===== src/rtl/mem_sched.sv =====
// mem_sched: shares one data-memory port and the rs/rd register-file read
// ports among the instruction slots. One ready LB/SB slot at a time is granted
// round-robin, its operands are read, a req/ack memory transaction is run
// (with a timeout), then the loaded byte is written back (LB) and the slot is
// stamped complete.
//
// Ports:
//   clk, reset             clock (rising edge); async active-low reset
//   reg_start_flat         3-bit state per slot, 3'b010 = runnable
//   reg_out_flat           88-bit instruction per slot
//   stamp_flat, stamp_in   new slot state and one-hot write strobe (DONE only)
//   reg_search_out10/11    rs / rd read addresses (ISSUE only)
//   reg_out10/11           rs / rd read data, combinational
//   reg_search_in10,
//   reg_in10, reg_in10_start  load writeback (DONE, LB only)
//   mem_req/we/addr/be/wdata  memory request, held for the whole WAIT phase
//   mem_ack, mem_rdata     memory completion and load data
//   busy                   not in IDLE
//   timeout_err            sticky, set when a transaction is abandoned
module mem_sched #(
  parameter int SLOTS   = 8,
  parameter int TIMEOUT = 16
) (
  input  logic                clk,
  input  logic                reset,
  input  logic [3*SLOTS-1:0]  reg_start_flat,
  input  logic [88*SLOTS-1:0] reg_out_flat,
  output logic [3*SLOTS-1:0]  stamp_flat,
  output logic [SLOTS-1:0]    stamp_in,
  output logic [4:0]          reg_search_out10,
  input  logic [31:0]         reg_out10,
  output logic [4:0]          reg_search_out11,
  input  logic [31:0]         reg_out11,
  output logic [4:0]          reg_search_in10,
  output logic [31:0]         reg_in10,
  output logic                reg_in10_start,
  output logic                mem_req,
  output logic                mem_we,
  output logic [31:0]         mem_addr,
  output logic [3:0]          mem_be,
  output logic [31:0]         mem_wdata,
  input  logic                mem_ack,
  input  logic [31:0]         mem_rdata,
  output logic                busy,
  output logic                timeout_err
);

  localparam logic [5:0] OP_LB  = 6'b001100;
  localparam logic [5:0] OP_SB  = 6'b001101;
  localparam logic [7:0] TO_CNT = 8'(TIMEOUT);

  typedef enum logic [1:0] {S_IDLE, S_ISSUE, S_WAIT, S_DONE} state_t;

  state_t           state, state_nxt;
  logic [2:0]       rr_ptr;
  logic [7:0]       wait_cnt;
  logic [SLOTS-1:0] elig;
  logic             grant_vld;
  logic [2:0]       grant_idx;
  logic [2:0]       scan_idx;
  logic [87:0]      gnt_instr;

  // Fields latched at grant; the slot may change underneath us afterwards.
  logic [2:0]       slot_p0;
  logic             sb_p0;
  logic [4:0]       rs_p0;
  logic [4:0]       rd_p0;
  logic             b2_p0;
  logic             b0_p0;
  logic [31:0]      addr_p1;
  logic [3:0]       be_p1;
  logic             we_p1;
  logic [31:0]      wdata_p1;
  logic [7:0]       ld_byte_p2;

  logic             wait_expired;
  logic             unused_bits;

  always_comb begin
    for (int i = 0; i < SLOTS; i++) begin
      elig[i] = (reg_start_flat[3*i +: 3] == 3'b010) &&
                ((reg_out_flat[88*i+82 +: 6] == OP_LB) ||
                 (reg_out_flat[88*i+82 +: 6] == OP_SB));
    end
  end

  // Scan from the farthest offset down so the slot closest to rr_ptr wins.
  always_comb begin
    grant_vld = 1'b0;
    grant_idx = '0;
    scan_idx  = '0;
    for (int k = SLOTS-1; k >= 0; k--) begin
      scan_idx = rr_ptr + 3'(k);
      if (elig[scan_idx]) begin
        grant_vld = 1'b1;
        grant_idx = scan_idx;
      end
    end
  end

  assign gnt_instr    = reg_out_flat[88*grant_idx +: 88];
  assign wait_expired = (state == S_WAIT) && !mem_ack && (wait_cnt == TO_CNT);
  assign busy         = (state != S_IDLE);

  // Instruction and read-data bits this block never looks at.
  assign unused_bits = ^{gnt_instr[87:83], gnt_instr[76:72], gnt_instr[66:3],
                         gnt_instr[1], reg_out11[31:8]};

  always_comb begin
    state_nxt        = state;
    stamp_flat       = '0;
    stamp_in         = '0;
    reg_search_out10 = '0;
    reg_search_out11 = '0;
    reg_search_in10  = '0;
    reg_in10         = '0;
    reg_in10_start   = 1'b0;
    mem_req          = 1'b0;
    mem_we           = 1'b0;
    mem_addr         = '0;
    mem_be           = '0;
    mem_wdata        = '0;
    unique case (state)
      S_IDLE: begin
        if (grant_vld) state_nxt = S_ISSUE;
      end
      S_ISSUE: begin
        reg_search_out10 = rs_p0;
        reg_search_out11 = rd_p0;
        state_nxt        = S_WAIT;
      end
      S_WAIT: begin
        // Outputs come straight from registers so they stay stable until ack
        // and vanish the instant reset forces the state back to IDLE.
        mem_req   = 1'b1;
        mem_we    = we_p1;
        mem_addr  = addr_p1;
        mem_be    = be_p1;
        mem_wdata = wdata_p1;
        if (mem_ack)           state_nxt = S_DONE;
        else if (wait_expired) state_nxt = S_IDLE;
      end
      S_DONE: begin
        stamp_in[slot_p0]          = 1'b1;
        stamp_flat[3*slot_p0 +: 3] = {b2_p0, 1'b1, b0_p0};
        if (!sb_p0) begin
          reg_in10_start  = 1'b1;
          reg_search_in10 = rd_p0;
          reg_in10        = {24'd0, ld_byte_p2};
        end
        state_nxt = S_IDLE;
      end
      default: state_nxt = S_IDLE;
    endcase
  end

  always_ff @(posedge clk or negedge reset) begin
    if (!reset) begin
      state       <= S_IDLE;
      rr_ptr      <= '0;
      wait_cnt    <= '0;
      timeout_err <= 1'b0;
    end else begin
      state <= state_nxt;
      if (state == S_ISSUE)     wait_cnt <= 8'd1;
      else if (state == S_WAIT) wait_cnt <= wait_cnt + 8'd1;
      if (state == S_DONE) rr_ptr <= slot_p0 + 3'd1;
      if (wait_expired) begin
        timeout_err <= 1'b1;
        rr_ptr      <= slot_p0 + 3'd1;
      end
    end
  end

  // ---- p0: grant, latch slot fields ----
  always_ff @(posedge clk) begin
    if (state == S_IDLE && grant_vld) begin
      slot_p0 <= grant_idx;
      sb_p0   <= gnt_instr[82];
      rs_p0   <= gnt_instr[81:77];
      rd_p0   <= gnt_instr[71:67];
      b2_p0   <= gnt_instr[2];
      b0_p0   <= gnt_instr[0];
    end
  end

  // ---- p1: operand read, build memory request ----
  always_ff @(posedge clk) begin
    if (state == S_ISSUE) begin
      addr_p1  <= reg_out10;
      be_p1    <= 4'b0001 << reg_out10[1:0];
      we_p1    <= sb_p0;
      wdata_p1 <= sb_p0 ? {4{reg_out11[7:0]}} : 32'd0;
    end
  end

  // ---- p2: capture load byte on ack ----
  always_ff @(posedge clk) begin
    if (state == S_WAIT && mem_ack) begin
      ld_byte_p2 <= mem_rdata[8*addr_p1[1:0] +: 8];
    end
  end

endmodule


===== config.mk =====
export PLATFORM = sky130hd
export DESIGN_NAME = mem_sched
export DESIGN_NICKNAME = d
export VERILOG_FILES = /design/src/rtl/mem_sched.sv
export SDC_FILE = /design/constraint.sdc
export NUM_CORES = 1
export LEC_CHECK = 0
export ABC_CLOCK_PERIOD_IN_PS = 3800
export CORE_AREA = 5 5 378 380
export DETAILED_ROUTE_END_ITERATION = 6
export DIE_AREA = 0 0 383 385
export DONT_BUFFER_PORTS = 1
export PLACE_DENSITY = 0.3
export SYNTH_ARGS = -nofsm -noshare
export SYNTH_HDL_FRONTEND = slang
export SYNTH_SLANG_ARGS = --single-unit

===== constraint.sdc =====
create_clock -name clk -period 3.8 [get_ports clk]
set_input_delay 0.76 -clock clk [delete_from_list [all_inputs] [get_ports clk]]
set_output_delay 0.76 -clock clk [all_outputs]
set_load 0.01 [all_outputs]

==> summary.txt <==
STA
  • Final worst setup slack: 0.149 ns
  • Count of final hold-check violations: 0
  • Clock skew: around 0.02 ns
  • Final period utilization: between 90% and 100%
  • Max-slew headroom: 39.3%
  • Fin. max-slew vios: 0
  • Peak Freq: about 270 MHz
  • Fin crit period: 3.65 ns
  • RSZ-0062 raised after global routing: false
  • Final setup fails: 0
  • Worst-Margin Slew: 0.911 ns
  • Total negative slack: 0 ns

Floorplanning
  • Core footprint: 139000 um^2
  • I/O Pins: 979
  • Die area: 147000 um^2
  • Chip height: between 300 and 400 um
  • Die X-Extent: 383 um
  • Starting Density: 4.79%
  • Row cnt: 137

Final layout
  • P&R area growth vs syn: 43.4%
  • Share of cells above drive strength 1: between 20% and 30%
  • Nets: ~1500
  • Design Area, Final: 9540 um^2

Clock tree
  • CTS Sinks: 83
  • CTS tree: yes
  • Post-CTS Setup Bufs: 0
  • CTS Hold Bufs: 0
  • Clock latency on the worst-skew pair: just over 0.4 ns
  • Longest Clk Path Bufs: 2
  • Clk slew on worst S/H paths: ~0.080 ns
  • Post-CTS sizing: 2
  • Root Driver: clkbuf_16
  • CTS HTree Levels: 3
  • CTS buffer count: 9

Setup path
  • CP max-delay cell: mux4_2
  • Worst Path Required: 3.94 ns
  • Reg-to-reg startpoint: rr_ptr[0]
  • WP buf/inv: 3
  • Critical Path Max Stage Delay: between 0.5 and 0.6 ns
  • Top Family by Delay on Critical Path: multiplexers
  • CP arrival: 3.79 ns
  • CP Cell Sequence: nor4b_4 > buf_4 > nand4_1 > mux4_2 > a222oi_1 > buf_4 > o21ai_1 > o211ai_2 > o31ai_4 > buf_12 > mux2i_1 > mux2i_1 > mux2_2
  • Worst Path Max Fanout: 51
  • Worst R2R End: sb_p0
  • R2R setup slack: 0.23 ns
  • Critical Path Sink Type: flip-flop
  • Kind of critical path: input port to flip-flop
  • Setup crit start kind: input port
  • R2R cell count: 11

Power and ir drop
  • Cell Pwr Density: 769 nW/um^2
  • Overall power: between 7 and 8 mW
  • Max VDD drop: a little over 500 uV
  • Total leakage power: 3.18 nW

Logic synthesis
  • Mapped Cells: between 600 and 700
  • Synth warnings: 0
  • Mapped Avg Cell Area: roughly 10 um^2
  • Dominant cell type by area after synthesis: edfxtp_1
  • Top-area cell type share of the netlist area: 31.1%
  • Distinct cells, synth: 64
  • Main area contributors after synthesis: edfxtp_1, mux2i_1, and2_1
  • EDFF count, synth: 69
  • Post-synthesis cell area: about 6700 um^2
  • Proportion of synthesized chip area in sequential cells: 36.4%
  • Top FF cell, synth: edfxtp_1
  • Post-synthesis async set-or-reset flop share: 16.9%
  • Flip-flop and latch count after synthesis: 83

Placed design
  • Pre-CTS setup slack: -0.512 ns
  • Dpl hpwl: 31.0 mm
  • Global placement routability congestion: about 0.74
  • DP Area: 9210 um^2
  • Port bufs: 0

Global routing
  • First-pass GRT wire length: about 47 mm
  • Total gr overflow: 0
  • Largest net degree at the start of global routing: 54
  • Initial antenna violation count: 11
  • Vias in the first global route: 5634
  • Overall routing resource usage: 4.74%

Routing
  • Via-to-Cell Ratio: approximately 2.1
  • DRC: 0
  • Final wirelength: approximately 36 mm
  • Wirelength per Cell: 14.4 um
  • Initial DRC count: 287
  • Routed Antenna Nets: 0
  • Vias: 5222
  • Pre-antenna DRT Iters: 5

Run
  • Maxcap violations: 0

Hold path
  • Hold Path Class: input port to asynchronous set/reset pin

Status
  • Status: finished clean
state kept, by name, summed over array words and instances, names as in the netlist:
name         flops
addr_p1         32
ld_byte_p2       8
wait_cnt         8
wdata_p1         8
rd_p0            5
rs_p0            5
be_p1            4
rr_ptr           3
slot_p0          3
state            2
b0_p0            1
b2_p0            1
sb_p0            1
timeout_err      1
we_p1            1
logic make-up (layout without fill, tap and decap cells):
logic type | Yosys count | after routing | share of synthesized area [%]
and+or+nand+nor | 242 | 242 | 20.4
muxes | 125 | 125 | 22.3
buffers and inverters | 104 | 126 | 9.50
DFF | 83 | 83 | 36.4
AOI/OAI and AO/OA | 74 | 74 | 7.62
adders and majority gates | 14 | 14 | 2.63
xor gates and xnor gates | 8 | 8 | 1.05
other | 1 | 28 | 0.0564
metrics by stage:
stage                     hold WS, ns  utilization [%]  instances
after floorplan                 0.464                -        674
after global placement          0.473             6.63       2487
after detailed placement        0.473             6.63       2487
after CTS                     0.00826             6.86       2503
after global routing           0.0163             6.86       2503
final                          0.0579             6.87       2507
routing by layer:
metal | global-route usage [%] | up-vias | wire length [um]
met5 | 0 | - | 0
met3 | 1.49 | 26 | 2520
met1 | 6.10 | 2504 | 16200
met2 | 7.64 | 313 | 16700
li1 | - | 2379 | -
met4 | 1.27 | 0 | 543
synthesized netlist by cell type (all sizes together) (3+ instances only):
library cell	n
mux2i	92
and2	87
edfxtp	69
buf	65
nor2	58
nand2	35
inv	23
mux4	17
clkbuf	16
mux2	16
a21oi	15
o21ai	15
dfrtp	14
ha	14
nand3	11
nor3	9
nor4b	9
nand4	7
and4	6
o211ai	6
o22ai	6
xor2	5
a221oi	4
nor3b	4
o31ai	4
a31oi	3
nor2b	3
xnor2	3
worst reg2reg max path: stages, from the launching register on:
cell and delay (ns):
dfrtp_1 0.37, buf_4 0.31, ha_1 0.39, xnor2_1 0.21
mux4_2 0.40, a21oi_1 0.22, nor3_1 0.12, o31ai_4 0.26
buf_12 0.32, mux2i_1 0.33, mux2i_1 0.10, mux2_2 0.29
where the power goes:
group / switching, mW / internal (mW) / total, mW / leakage, nW
Sequential: 0.315 / 1.53 / 1.85 / 0.826
Combinational: 2.65 / 1.85 / 4.50 / 2.20
Clock: 0.524 / 0.471 / 0.995 / 0.150
Total: 3.49 / 3.85 / 7.34 / 3.18
placed cells by master (no fill, tap or decap), types with 14 or more instances in the layout:
cell type  instances
a21oi_1           15
and2_1            87
buf_4             83
conb_1            24
dfrtp_1           14
edfxtp_1          69
inv_1             21
mux2_2            15
mux2i_1           92
mux4_2            17
nand2_1           35
nor2_1            57
layout make-up:
cell class	count	area [um^2]
diodes	4	10.0
fillers	16300	129000
clock buffers	9	225
flip-flops and latches	83	2420
repair buffers	87	703
multi-input cells	487	3750
well taps	1807	2260
clock inverters	7	81.3
inverters	23	86.3
worst max path at each step:
stage / from / endpoint / slack [ns] / cells after the start
floorplan: rr_ptr[0] / b0_p0 / 0.08 / 14
global placement: reg_start_flat[6] / slot_p0[0] / -0.37 / 11
detailed placement: reg_start_flat[6] / rs_p0[0] / -0.51 / 11
CTS: reg_start_flat[6] / sb_p0 / 0.07 / 11
global route: rr_ptr[0] / state[1] / 0.01 / 13
finish: reg_start_flat[3] / sb_p0 / 0.15 / 13
Note: power is estimated with default switching activity, not from simulation.
